**src/rtl/vec_stream_pkg.sv**
```systemverilog
// Shared types for the vector stream transmitter.
// Element width, vector length and derived index width.
package vec_stream_pkg;

  parameter int T = 16;
  parameter int N = 4;

  localparam int IDX_W = (N > 1) ? $clog2(N) : 1;

  typedef logic signed [T-1:0] elem_t;
  typedef elem_t [N-1:0] vec_t;

endpackage

```
**src/rtl/vec_stream_tx_if.sv**
```systemverilog
// Parallel vector input and serial element output bundle.
// master = transmitter side, slave = producer/consumer side.
interface vec_stream_tx_if;
  import vec_stream_pkg::*;

  logic  vec_valid;
  logic  vec_ready;
  vec_t  vec_in;
  logic  m_valid;
  logic  m_ready;
  elem_t data_out;
  logic  m_last;

  modport master (
    input  vec_valid,
    input  vec_in,
    input  m_ready,
    output vec_ready,
    output m_valid,
    output data_out,
    output m_last
  );

  modport slave (
    output vec_valid,
    output vec_in,
    output m_ready,
    input  vec_ready,
    input  m_valid,
    input  data_out,
    input  m_last
  );

endinterface

```
**src/rtl/vec_fifo2.sv**
```systemverilog
// Two-entry register FIFO of whole vectors.
// Head reads as zero while empty so stale data never leaks out.
module vec_fifo2
  import vec_stream_pkg::*;
(
  input  logic clk,
  input  logic reset,
  input  logic push,
  input  logic pop,
  input  vec_t din,
  output vec_t head,
  output logic full,
  output logic empty
);

  vec_t       mem [2];
  logic       wr_ptr;
  logic       rd_ptr;
  logic [1:0] cnt;

  always_ff @(posedge clk or posedge reset) begin
    if (reset) begin
      mem[0] <= '0;
      mem[1] <= '0;
      wr_ptr <= 1'b0;
      rd_ptr <= 1'b0;
      cnt    <= 2'd0;
    end else begin
      if (push) begin
        mem[wr_ptr] <= din;
        wr_ptr      <= ~wr_ptr;
      end
      if (pop) begin
        rd_ptr <= ~rd_ptr;
      end
      if (push && !pop) begin
        cnt <= cnt + 2'd1;
      end else if (pop && !push) begin
        cnt <= cnt - 2'd1;
      end
    end
  end

  assign full  = (cnt == 2'd2);
  assign empty = (cnt == 2'd0);
  assign head  = empty ? '0 : mem[rd_ptr];

endmodule

```
**src/rtl/vec_stream_tx.sv**
```systemverilog
// Parallel-to-serial vector transmitter.
// Buffers two vectors and emits their elements one per handshake.
module vec_stream_tx
  import vec_stream_pkg::*;
(
  input  logic clk,
  input  logic reset,
  vec_stream_tx_if.master bus
);

  localparam logic [IDX_W-1:0] LAST = IDX_W'(N - 1);

  logic [IDX_W-1:0] idx;
  vec_t             head;
  logic             full;
  logic             empty;
  logic             push;
  logic             pop;
  logic             fire;
  logic             at_last;

  // vec_ready depends on registered occupancy only
  assign push    = bus.vec_valid && !full;
  assign fire    = !empty && bus.m_ready;
  assign at_last = (idx == LAST);
  assign pop     = fire && at_last;

  vec_fifo2 u_fifo (
    .clk   (clk),
    .reset (reset),
    .push  (push),
    .pop   (pop),
    .din   (bus.vec_in),
    .head  (head),
    .full  (full),
    .empty (empty)
  );

  always_ff @(posedge clk or posedge reset) begin
    if (reset) begin
      idx <= '0;
    end else if (fire) begin
      idx <= at_last ? '0 : idx + 1'b1;
    end
  end

  assign bus.vec_ready = !full;
  assign bus.m_valid   = !empty;
  assign bus.data_out  = head[idx];
  assign bus.m_last    = !empty && at_last;

endmodule

```
**src/flat_wrapper.sv**
```systemverilog
// flat-port wrapper written by rule: the top's interface ports become plain ports
module vec_stream_tx_flat import vec_stream_pkg::*;
  (clk, reset, bus_vec_valid, bus_vec_in, bus_m_ready, bus_vec_ready, bus_m_valid, bus_data_out, bus_m_last);
  vec_stream_tx_if bus_i ();
  input  logic clk;
  input  logic reset;
  input wire logic [$bits(bus_i.vec_valid)-1:0] bus_vec_valid;
  input wire logic [$bits(bus_i.vec_in)-1:0] bus_vec_in;
  input wire logic [$bits(bus_i.m_ready)-1:0] bus_m_ready;
  output wire logic [$bits(bus_i.vec_ready)-1:0] bus_vec_ready;
  output wire logic [$bits(bus_i.m_valid)-1:0] bus_m_valid;
  output wire logic [$bits(bus_i.data_out)-1:0] bus_data_out;
  output wire logic [$bits(bus_i.m_last)-1:0] bus_m_last;
  assign bus_i.vec_valid = bus_vec_valid;
  assign bus_i.vec_in = bus_vec_in;
  assign bus_i.m_ready = bus_m_ready;
  assign bus_vec_ready = bus_i.vec_ready;
  assign bus_m_valid = bus_i.m_valid;
  assign bus_data_out = bus_i.data_out;
  assign bus_m_last = bus_i.m_last;
  vec_stream_tx u_core (.clk(clk), .reset(reset), .bus(bus_i));
endmodule
```
**config.mk**
```make
export PLATFORM = sky130hd
export DESIGN_NAME = vec_stream_tx_flat
export DESIGN_NICKNAME = d
export VERILOG_FILES = /design/src/rtl/vec_stream_pkg.sv /design/src/rtl/vec_stream_tx_if.sv /design/src/rtl/vec_fifo2.sv /design/src/rtl/vec_stream_tx.sv /design/src/flat_wrapper.sv
export SDC_FILE = /design/constraint.sdc
export NUM_CORES = 1
export LEC_CHECK = 0
export BUFFER_PORTS_ARGS = -buffer_cell sky130_fd_sc_hd__buf_2
export CAP_MARGIN = 20
export CORE_UTILIZATION = 45
export CTS_CLUSTER_SIZE = 40
export DETAILED_ROUTE_END_ITERATION = 12
export GPL_ROUTABILITY_DRIVEN = 0
export PLACE_DENSITY_LB_ADDON = 0.2
export SKIP_LAST_GASP = 1
export SLEW_MARGIN = 20
export SYNTH_ARGS = -nofsm -noshare
export SYNTH_HDL_FRONTEND = slang
export SYNTH_SLANG_ARGS = --single-unit
```
**constraint.sdc**
```tcl
create_clock -name clk -period 4.67 [get_ports clk]
set_clock_uncertainty 0.1 [all_clocks]
set_input_delay 0.467 -clock clk [delete_from_list [all_inputs] [get_ports clk]]
set_output_delay 0.467 -clock clk [all_outputs]
set_load 0.05 [all_outputs]
```
---- Word-level counts from Yosys, hierarchy flattened ----
Cells that the tools add are included.
word-level totals
  flip-flop bits (word level) ............. 134
  input bits .............................. 68
  output and inout port bits .............. 19
  word-level logic and storage cells ...... 50
operators by class
  add/sub/neg operators ................... 3
  $lt $le $gt $ge ......................... 4
  equal/unequal tests ..................... 2
  muxes and demuxes ....................... 12
  bitwise gates (word level) .............. 4
  reduce and logical (&&, ||, !) cells .... 13
operators by type and width
  operator             number
  $mux 64              5
  $bwmux 128           1
  $demux 64 s1         1
  $bmux 16 s2          1
  $mux 16              1
  $logic_and 1x1->1    7
  $mux 2               3
  $add 2x1->2 const B  2
  $eq 2x2->1 const B   2
  $ge 2x2->1 const B   2
  $logic_not 1->1      4
  $not 1->2            2
  $lt 2x3->1 const B   1
  $logic_not 2->1      1
  $lt 2x1->1 const B   1
  $not 1->1            2
  $reduce_bool 2->1    1
  $sub 2x1->2 const B  1

---- Logic depth before layout (Yosys ltp) ----
  depth in word-level cells ............... 7
  depth in mapped cells ................... 7
  gate-level depth less buffers ........... 7

---- Hierarchy ----
Synthesis repeated with hierarchy kept, for this count alone.
unflattened totals
  cells, all modules ...................... 461
  area total of the unflattened synthesis .. 6782.8 um^2
modules (own cells, without submodules)
  module         instances  cells an instance  area each (um^2)  seq. area each (um^2)
  vec_fifo2      1          428                6226.0            3303.2
  vec_stream_tx  1          33                 556.8             50.0

---- Worst setup path before layout ----
Ideal clock, no wire load.
  kind .................................... reg2out
  from .................................... reg u_core.idx[0]
  to ...................................... out bus_data_out[0]
  data arrival time ....................... 1.609 ns
  required time ........................... 4.103 ns
  path slack .............................. 2.494 ns
  stages on the path, launching flop included .. 7
  buffers on the path ..................... 3
  cell sequence ........................... dfrtp_1 > clkbuf_1 > buf_6 > buf_4 > mux2i_1 > o32ai_1 > or3_1
between the ends
  cells in the longest elaborated chain, start to end .. 2
ends and longest elaborated chain
  item                           RTL line             text
  start, declared                vec_stream_tx.sv:13  logic [IDX_W-1:0] idx;
  start signal, assigned         vec_stream_tx.sv:43  idx <= at_last ? '0 : idx + 1'b1;
  $bmux 16 s2                    vec_stream_tx.sv:49  assign bus.data_out = head[idx];
  $mux 16 (not written as such)  vec_stream_tx.sv:49
  end, declared                  flat_wrapper.sv:12   output wire logic [$bits(bus_i.data_out)-1:0] bus_data_out;
No other way between the ends. The select of a mux whose other input is x is not followed.

---- Worst setup path in the final report ----
  from .................................... reg u_core.u_fifo.cnt[1]
  to ...................................... out bus_data_out[11]
between the ends
  cells in the longest elaborated chain, start to end .. 4
ends and longest elaborated chain
  item                           RTL line             text
  start, declared                vec_fifo2.sv:19      logic [1:0] cnt;
  start signal, assigned         vec_fifo2.sv:37      cnt <= cnt + 2'd1;
  start signal, assigned         vec_fifo2.sv:39      cnt <= cnt - 2'd1;
  $logic_not 2->1                vec_fifo2.sv:45      assign empty = (cnt == 2'd0);
  $mux 64                        vec_fifo2.sv:46      assign head = empty ? '0 : mem[rd_ptr];
  $bmux 16 s2                    vec_stream_tx.sv:49
  $mux 16 (not written as such)  vec_stream_tx.sv:49
No other way between the ends. The select of a mux whose other input is x is not followed.

==> results.txt <==
number of max-cap violations: 0
total track usage: 19.7%
crit share post-route: 67.9%
slowest stage cell, crit path: dfrtp_1
setup violators final: 0
filler cell count: 1214
Max stage delay on crit path: 0.53 ns
Sw Ratio: 38.4%
CTS root buf: clkbuf_16
# port buffers: 86
Int Power: 4110 µW
RSZ-0062 raised after global routing: false
Flop pwr share: 33.3%
Seq/Total Area, Yosys: 50.4%
fraction of layout instances using a drive strength above 1: 48.6%
Initial Util: 46.0%
clk_lat worst skew: 0.41 ns
DR DRC count: 0
Tmin final: 3.17 ns
# resized after CTS: 0
GRT overflow: 0
clock buffer depth: 2
core area: 14500 µm²
Setup TNS: 0 ns
ANT nets after route: 0
Synth Net Count: 517
DR vias: 3911
Worst-path clk slew: 0.06 ns
wire per inst: 19.4 µm
synthesized area: 6650 µm²
drt via density: 5.39
CP max FO: 23
register bit count reported by yosys: 134
chip height: 124 µm
worst-path cell chain: o21bai_2 > buf_4 > o32ai_1 > or3_1 > buf_2
num rows: 44
PwrDens: 868 nW/µm²
status: completed
hpwl dp: 9130 µm
initial antenna violation count: 0
# IOs: 87
distinct cell type count after synthesis: 30
area post-placement: 7020 µm²
number of global-route vias before repair: 4111
endpoint type of the worst setup path: primary output
setup bufs post-CTS: 0
Crit path required time: 4.10 ns
Worst Hold Class: input port to flop
clock sink count: 134
H-tree levels: 4
CTS tree: built
Mapped Cells: 447
diode count: 0
worst slew pin tran: 1.04 ns
global-route wire length before repair: 22100 µm
Psw: 2570 µW
Worst EP arrival: 2.60 ns
Clk pwr share: 20.9%
Post-Route WL: 14100 µm
most frequent cells in the layout: dfrtp_1 (133), buf_2 (86), mux2_2 (65)
commonest non-fill, non-tap cell in the layout: dfrtp_1
crit path launch type: flop
Synth warnings: 0
largest net degree at the start of global routing: 78
die area: 15300 µm²
Avg Synthesized Cell Area: 14.9 µm²
Worst slew margin: 30.6%
Design Area, Final: 7700 µm²
CTS Buf Count: 17
Logic pwr share: 45.8%
fmax: 0.315 GHz
critical path class: flop to primary output
# nets final: 598
peak supply drop: 0.000550 V
Final Max Tran Viols: 0
Initial DRT Pass Iterations: 4
Pleak: 0.00367 µW
First DRT Iteration DRCs: 226
die width: 124 µm
Area Overhead vs Synth: 15.7%
final hold violations: 0
-- path summary, 6_finish.rpt --
check / start / to / slack [ns] / depth (start not counted)
max: u_core.u_fifo.cnt[1] / bus_data_out[11] / 1.50 / 5
max reg2reg: u_core.u_fifo.cnt[0] / u_core.u_fifo.mem[7] / 2.20 / 3
min in group asynchronous: reset / u_core.u_fifo.mem[65] / 0.49 / 3
max in group asynchronous: reset / u_core.u_fifo.mem[68] / 2.94 / 5
min: bus_vec_in[29] / u_core.u_fifo.mem[29] / 0.19 / 2
min reg2reg: u_core.u_fifo.mem[14] / u_core.u_fifo.mem[14] / 0.40 / 1
-- area by class of cell --
type / count / area (µm²) / area share (%)
Clock buffer: 19 / 443 / 5.75
Tap cell: 184 / 230 / 2.99
Timing Repair Buffer: 95 / 533 / 6.92
Sequential cell: 134 / 3360 / 43.6
Clock inverter: 13 / 180 / 2.34
Inverter: 2 / 10.0 / 0.130
Multi-Input combinational cell: 278 / 2950 / 38.3
-- cell usage after synthesis, drive strengths merged --
master | n | area share (%)
or2 | 1 | 0.094
o32ai | 16 | 2.1
xnor2 | 2 | 0.26
clkbuf | 4 | 0.23
xor2 | 3 | 0.39
nand3b | 1 | 0.30
o21bai | 1 | 0.17
nor2 | 1 | 0.056
nand2b | 1 | 0.21
nor3 | 33 | 2.5
and2 | 1 | 0.094
a21o | 1 | 0.11
dfrtp | 134 | 50
ha | 2 | 0.38
or3 | 16 | 1.5
mux2 | 129 | 25
mux2i | 64 | 9.6
nand2 | 1 | 0.056
buf | 29 | 5.0
inv | 2 | 0.11
o21ai | 2 | 0.32
o21a | 1 | 0.11
nand3 | 1 | 0.26
o211ai | 1 | 0.32
-- cells by family (layout without fill, tap and decap cells) --
group	Yosys count	in the layout	synth area share (%)
buffers and inverters	35	129	5.30
AND/OR/NAND/NOR	56	56	5.06
XOR/XNOR	5	5	0.658
multiplexers	193	193	35.1
AO/OA/AOI/OAI	22	22	3.14
flip-flops	134	134	50.4
adder cells (fa/ha/maj)	2	2	0.376
-- flip-flops by register name, indices dropped and copies added (netlist names) --
register              count
u_core.u_fifo.cnt         2
u_core.u_fifo.wr_ptr      1
u_core.u_fifo.rd_ptr      1
u_core.idx                2
u_core.u_fifo.mem       128
-- stage by stage --
step / util (%) / hold WS (ns) / worst slack [ns] / instances / total power (µW)
after floorplan: - / 0.379 / 0.520 / 447 / 4800
after global placement: 48.5 / 0.386 / 1.88 / 690 / 5240
after detailed placement: 48.5 / 0.392 / 1.85 / 690 / 5310
after CTS: 52.8 / 0.176 / 1.40 / 722 / 6740
after global routing: 53.2 / 0.186 / 1.41 / 725 / 7050
final: 53.2 / 0.193 / 1.50 / 725 / 6680
-- power by group through the flow --
stage	combinational (µW)	clock, µW	sequential (µW)
2_1_floorplan	2790	0	2000
3_3_place_gp	2970	0	2270
3_5_place_dp	3030	0	2290
4_1_cts	3040	1430	2270
5_1_grt	3280	1480	2290
6_report	3060	1390	2220
-- worst max-delay path, delay by kind of cell (launching register included) --
family                 cells  cell delay, ns
flip-flops                 1            0.53
AND/OR/NAND/NOR            1            0.37
AO/OA/AOI/OAI              2            0.67
buffers and inverters      2            0.62
-- routing by layer --
layer | part of all wire, % | up-vias | track usage (%)
met5 | 0 | - | 0
met2 | 52 | 85 | 32.8
li1 | - | 1810 | -
met3 | 3.5 | 16 | 4.44
met1 | 43 | 2000 | 24.9
met4 | 1.5 | 0 | 7.68
-- repair_timing --
item / in CTS / in global routing
hold buffers: 0 / 1
setup endpoints to repair: 0 / 0
endpoints found under the hold margin: 0 / 26
Note: power is estimated with default switching activity, not from simulation.
